File: config.mk
export PLATFORM = sky130hd
export DESIGN_NAME = if_prefetch
export DESIGN_NICKNAME = d
export VERILOG_FILES = /design/src/rtl/if_prefetch.sv
export SDC_FILE = /design/constraint.sdc
export NUM_CORES = 1
export LEC_CHECK = 0
export CAP_MARGIN = 30
export CORE_MARGIN = 4
export CORE_UTILIZATION = 30
export DETAILED_ROUTE_END_ITERATION = 10
export DONT_BUFFER_PORTS = 1
export PLACE_DENSITY = 0.41
export SLEW_MARGIN = 20
export SYNTH_ARGS = -nofsm -noshare
export SYNTH_HDL_FRONTEND = slang
export SYNTH_SLANG_ARGS = --single-unit
export TNS_END_PERCENT = 20
File: constraint.sdc
create_clock -name clk -period 8.06 [get_ports clk]
set_input_delay 0.806 -clock clk [delete_from_list [all_inputs] [get_ports clk]]
set_output_delay 0.806 -clock clk [all_outputs]
set_load 0.01 [all_outputs]
File: src/rtl/if_prefetch.sv
// Instruction-fetch prefetch queue: issues sequential reads, buffers responses, handles branch/exception redirects.
// Optional bubble counter output is enabled by defining IF_PREFETCH_PERF_EN.
module if_prefetch #(
   parameter int                ADDR_W     = 32,
   parameter int                DEPTH      = 4,
   parameter logic [ADDR_W-1:0] RESET_PC   = ADDR_W'(32'h0000_0000),
   parameter logic [ADDR_W-1:0] EXC_VECTOR = ADDR_W'(32'h0000_0080)
) (
   input  logic                         clk,
   input  logic                         rst,
   input  logic                         br,
   input  logic [ADDR_W-1:0]            sign,
   input  logic                         except,
   output logic                         imem_req,
   output logic [ADDR_W-1:0]            imem_addr,
   input  logic                         imem_rvalid,
   input  logic [31:0]                  imem_rdata,
   output logic                         out_valid,
   input  logic                         out_ready,
   output logic [ADDR_W-1:0]            pc_out,
   output logic [31:0]                  inst_out,
`ifdef IF_PREFETCH_PERF_EN
   output logic [$clog2(DEPTH+1)-1:0]   count,
   output logic [31:0]                  bubble_cnt
`else
   output logic [$clog2(DEPTH+1)-1:0]   count
`endif
);

   localparam int              PTR_W   = $clog2(DEPTH);
   localparam int              CNT_W   = $clog2(DEPTH+1);
   localparam logic [CNT_W:0]  DEPTH_C = (CNT_W+1)'(DEPTH);

   logic [ADDR_W-1:0] fpc_q, fpc_d;
   logic [ADDR_W-1:0] req_pc_q, req_pc_d;
   logic              inflight_q, inflight_d;
   logic [PTR_W-1:0]  wr_ptr_q, wr_ptr_d;
   logic [PTR_W-1:0]  rd_ptr_q, rd_ptr_d;
   logic [CNT_W-1:0]  count_q, count_d;
   logic [ADDR_W-1:0] pc_mem_q [DEPTH];
   logic [ADDR_W-1:0] pc_mem_d [DEPTH];
   logic [31:0]       inst_mem_q [DEPTH];
   logic [31:0]       inst_mem_d [DEPTH];

   logic              redirect_s;
   logic              out_valid_s;
   logic              imem_req_s;
   logic              push_s;
   logic              pop_s;
   logic [ADDR_W-1:0] target_s;
   logic [CNT_W:0]    occupancy_s;

   // Handshake decode; the single in-flight slot counts against queue space so a response always fits.
   always_comb begin
      redirect_s  = br | except;
      target_s    = except ? EXC_VECTOR : (sign & {{(ADDR_W-2){1'b1}}, 2'b00});
      occupancy_s = {1'b0, count_q} + {{CNT_W{1'b0}}, inflight_q};
      out_valid_s = ~rst & (count_q != {CNT_W{1'b0}});
      imem_req_s  = ~rst & ~redirect_s & (occupancy_s < DEPTH_C);
      push_s      = ~rst & ~redirect_s & imem_rvalid & inflight_q;
      pop_s       = ~redirect_s & out_valid_s & out_ready;
   end

   always_comb begin
      fpc_d      = fpc_q;
      req_pc_d   = req_pc_q;
      inflight_d = inflight_q;
      wr_ptr_d   = wr_ptr_q;
      rd_ptr_d   = rd_ptr_q;
      count_d    = count_q;
      pc_mem_d   = pc_mem_q;
      inst_mem_d = inst_mem_q;
      if (redirect_s) begin
         // Dropping the in-flight flag turns the outstanding response into a discard.
         fpc_d      = target_s;
         inflight_d = 1'b0;
         wr_ptr_d   = {PTR_W{1'b0}};
         rd_ptr_d   = {PTR_W{1'b0}};
         count_d    = {CNT_W{1'b0}};
      end else begin
         inflight_d = imem_req_s;
         if (imem_req_s) begin
            req_pc_d = fpc_q;
            fpc_d    = fpc_q + ADDR_W'(4);
         end else begin
            req_pc_d = req_pc_q;
         end
         if (push_s) begin
            pc_mem_d[wr_ptr_q]   = req_pc_q;
            inst_mem_d[wr_ptr_q] = imem_rdata;
            wr_ptr_d             = wr_ptr_q + PTR_W'(1);
         end else begin
            wr_ptr_d = wr_ptr_q;
         end
         if (pop_s) begin
            rd_ptr_d = rd_ptr_q + PTR_W'(1);
         end else begin
            rd_ptr_d = rd_ptr_q;
         end
         case ({push_s, pop_s})
            2'b10:   count_d = count_q + CNT_W'(1);
            2'b01:   count_d = count_q - CNT_W'(1);
            default: count_d = count_q;
         endcase
      end
   end

   always_ff @(posedge clk) begin
      if (rst) begin
         fpc_q      <= RESET_PC;
         req_pc_q   <= RESET_PC;
         inflight_q <= 1'b0;
         wr_ptr_q   <= {PTR_W{1'b0}};
         rd_ptr_q   <= {PTR_W{1'b0}};
         count_q    <= {CNT_W{1'b0}};
      end else begin
         fpc_q      <= fpc_d;
         req_pc_q   <= req_pc_d;
         inflight_q <= inflight_d;
         wr_ptr_q   <= wr_ptr_d;
         rd_ptr_q   <= rd_ptr_d;
         count_q    <= count_d;
      end
   end

   // Queue storage carries no reset; validity is tracked by count and pointers.
   always_ff @(posedge clk) begin
      pc_mem_q   <= pc_mem_d;
      inst_mem_q <= inst_mem_d;
   end

`ifdef IF_PREFETCH_PERF_EN
   logic [31:0] bubble_cnt_q, bubble_cnt_d;

   always_comb begin
      if (redirect_s) begin
         bubble_cnt_d = 32'h0000_0000;
      end else if (!out_valid_s && (bubble_cnt_q != 32'hFFFF_FFFF)) begin
         bubble_cnt_d = bubble_cnt_q + 32'h0000_0001;
      end else begin
         bubble_cnt_d = bubble_cnt_q;
      end
   end

   always_ff @(posedge clk) begin
      if (rst) begin
         bubble_cnt_q <= 32'h0000_0000;
      end else begin
         bubble_cnt_q <= bubble_cnt_d;
      end
   end

   assign bubble_cnt = bubble_cnt_q;
`else
`endif

   assign imem_req  = imem_req_s;
   assign imem_addr = fpc_q;
   assign out_valid = out_valid_s;
   assign pc_out    = out_valid_s ? pc_mem_q[rd_ptr_q] : {ADDR_W{1'b0}};
   assign inst_out  = out_valid_s ? inst_mem_q[rd_ptr_q] : 32'h0000_0000;
   assign count     = rst ? {CNT_W{1'b0}} : count_q;

endmodule

==> results.cfg <==
[route]
drt-initial-drc-count = 454
wl_met2_um = 15100
wl_per_cell_um = 23.1
top_layer_used = met5
vias = 6967
drtPass1Iterations = 5
routed_wl_um = 32300
ant_nets = 0
drc_errors = 0
wl_met1_um = 14100
routed_via_density = 4.98
wl_met3_um = 2570

[sta]
min_period_over_period_pct = 45.3
setup_viol = 0
rsz0062_at_grt = false
slew_violations = 0
tns_ns = 0
hold_violations = 0
fin_skew_ns = 0.0137
max_slew_margin_pct = 39.0
fin_crit_ns = 3.65
fmax_mhz = 274
worstMarginPinSlew_ns = 0.914

[synthesis]
async_reset_ff_share_pct = 0
synth_top_area_share_pct = 58.6
ys_warn_count = 0
yosysTopAreaCell = edfxtp_1
avgSynthCellArea_um2 = 15.3
synth_ff_type = edfxtp_1
ys_seq_elements = 316
yosysSeqAreaShare_pct = 69.3
synth_cell_types = 56
synthTopCellsByArea = edfxtp_1 59%, mux4_2 11%, dfxtp_1 11%
syn_area_um2 = 12700
synth_edf_count = 248
syn_inst = 829

[floorplan]
rows = 75
die-area_um2 = 45800
die_y_um = 214
io_pins = 171
fp.dieW_um = 214
initial_core_util_pct = 30.3
coreArea_um2 = 41900

[worst_setup_path]
path_max_fanout = 25
worstPathArrival_ns = 2.84
r2r_end = count_q[2]
crit_path_start_kind = register
r2r-start = count_q[1]
path_class = reg -> out
cp-end-kind = output port
r2r_slack_ns = 4.90
worst-r2r-cell-count = 11
worst_ep_required_time_ns = 7.25

[placement]
place.port_buffers = 0
hpwl_um = 19400
dpl.cell_count = 1330
routabilityCongestion = 0.769

[cts]
postCtsSetupRepairBufs = 0
insertion_delay_ns = 0.54
cts_buffers = 38
cts-htree-levels = 2
path_clk_slew_ns = 0.06
cts_root_buf = clkbuf_16
clock-sinks = 316
cts_buffer_depth = 3
cts_hold_buf = 0
cts_tree = done
cts-resized-gates = 0

[power_and_ir_drop]
ir_drop_v = 0.000109
p_leak_nw = 4.62
cellPowerDensity_nw_per_um2 = 242

[global_route]
antenna_found_initial = 1
grt_pass1_vias = 7385
grt_first_pass_wirelength_um = 49000
grt_usage_pct = 14.0
grt_max_degree = 66
grt_overflow = 0

[flow_run]
max_cap_viol_count = 0

[finish]
layout_commonest_cell = edfxtp_1
layout_common_cells = 248 x edfxtp_1, 95 x nand2_1, 66 x dfxtp_1
layout-drive-gt1-share_pct = 17.5
antenna_cells = 0
syn_to_final_growth_pct = 14.9
nets = 909
finalNonFillerCells = 1400

[worst_hold_path]
min_to = imem_addr[19]
hold_depth = 1
min_from = rst
hp-class = in -> reg

[outcome]
status = complete, no violations
metal layers:
layer  track usage (%)  vias up
li1                  -     3180
met1              18.1     3548
met2              22.4      202
met3              5.15       35
met4              4.17        2
met5                 0        -
state kept, by name, indices dropped and copies added (netlist names):
register	flops
count_q	3
inflight_q	1
pc_mem_q	120
rd_ptr_q	2
req_pc_q	30
wr_ptr_q	2
imem_addr	30
inst_mem_q	128
worst max-delay path: stages (launching register included):
cell     delay [ns]
dfxtp_4        0.69
buf_4          0.51
buf_12         0.28
mux4_2         0.52
and2_1         0.27
Yosys cell counts (2+ instances only):
cell	count
nand3_1	11
dfxtp_1	68
a32o_1	2
buf_1	2
buf_4	5
mux2i_1	7
o21ai_1	2
and3_1	7
a211oi_2	2
a211oi_1	9
xnor2_1	2
nor3_1	11
buf_2	11
o21ai_0	16
a2111oi_0	2
inv_1	12
mux4_2	62
nor2_1	22
a21oi_1	53
nor4_1	4
and2_1	68
a31oi_1	7
edfxtp_1	248
nand2_1	95
clkbuf_1	34
and4_1	3
or3_1	7
nor2b_1	4
nand4_1	10
xor2_1	9
ha_1	6
a41oi_1	4
through the flow:
| step | utilization (%) | power [mW] | setup WS (ns) | hold WS, ns | instance area [µm²] |
|---|---|---|---|---|---|
| 4_1_cts | 34.8 | 3.61 | 4.12 | 0.294 | 14600 |
| 2_1_floorplan | - | 1.83 | 4.53 | 0.460 | 12700 |
| 3_3_place_gp | 31.7 | 1.83 | 4.45 | 0.481 | 13300 |
| 3_5_place_dp | 31.7 | 1.83 | 4.38 | 0.491 | 13300 |
| 6_report | 34.8 | 3.54 | 4.41 | 0.342 | 14600 |
| 5_1_grt | 34.8 | 3.68 | 4.14 | 0.309 | 14600 |
worst max path at each step:
stage | start | end | slack (ns) | cells past startpoint
2_1_floorplan | br | inst_mem_q[0] | 4.53 | 4
3_3_place_gp | rst | count_q[2] | 4.45 | 11
3_5_place_dp | rst | count_q[2] | 4.38 | 11
4_1_cts | rd_ptr_q[0] | pc_out[12] | 4.12 | 3
5_1_grt | rd_ptr_q[0] | pc_out[12] | 4.14 | 4
6_report | rd_ptr_q[0] | pc_out[7] | 4.41 | 4
kinds of logic after synthesis:
group                    Yosys count  synth area share [%]
adder cells (fa/ha/maj)            7                 0.748
XOR/XNOR                          11                 0.758
multiplexers                      69                  11.5
AO/OA/AOI/OAI                    109                  5.26
buffers and inverters             66                  2.21
AND/OR/NAND/NOR                  250                  10.2
other                              1                0.0295
flip-flops                       316                  69.3
report_power, final:
group	switching, mW	leakage [nW]	internal, mW
combinational	0.0230	1.10	0.0118
sequential	0.0129	2.89	1.75
clock	0.666	0.635	1.08
total	0.702	4.62	2.84
layout make-up:
class	instances	area, µm²
Multi-Input combinational cell	450	3660
Tap cell	539	674
Clock buffer	49	1090
Clock inverter	20	195
Timing Repair Buffer	13	134
Inverter	13	48.8
Sequential cell	316	8820
Fill cell	4016	27300
Note: power is estimated with default switching activity, not from simulation.
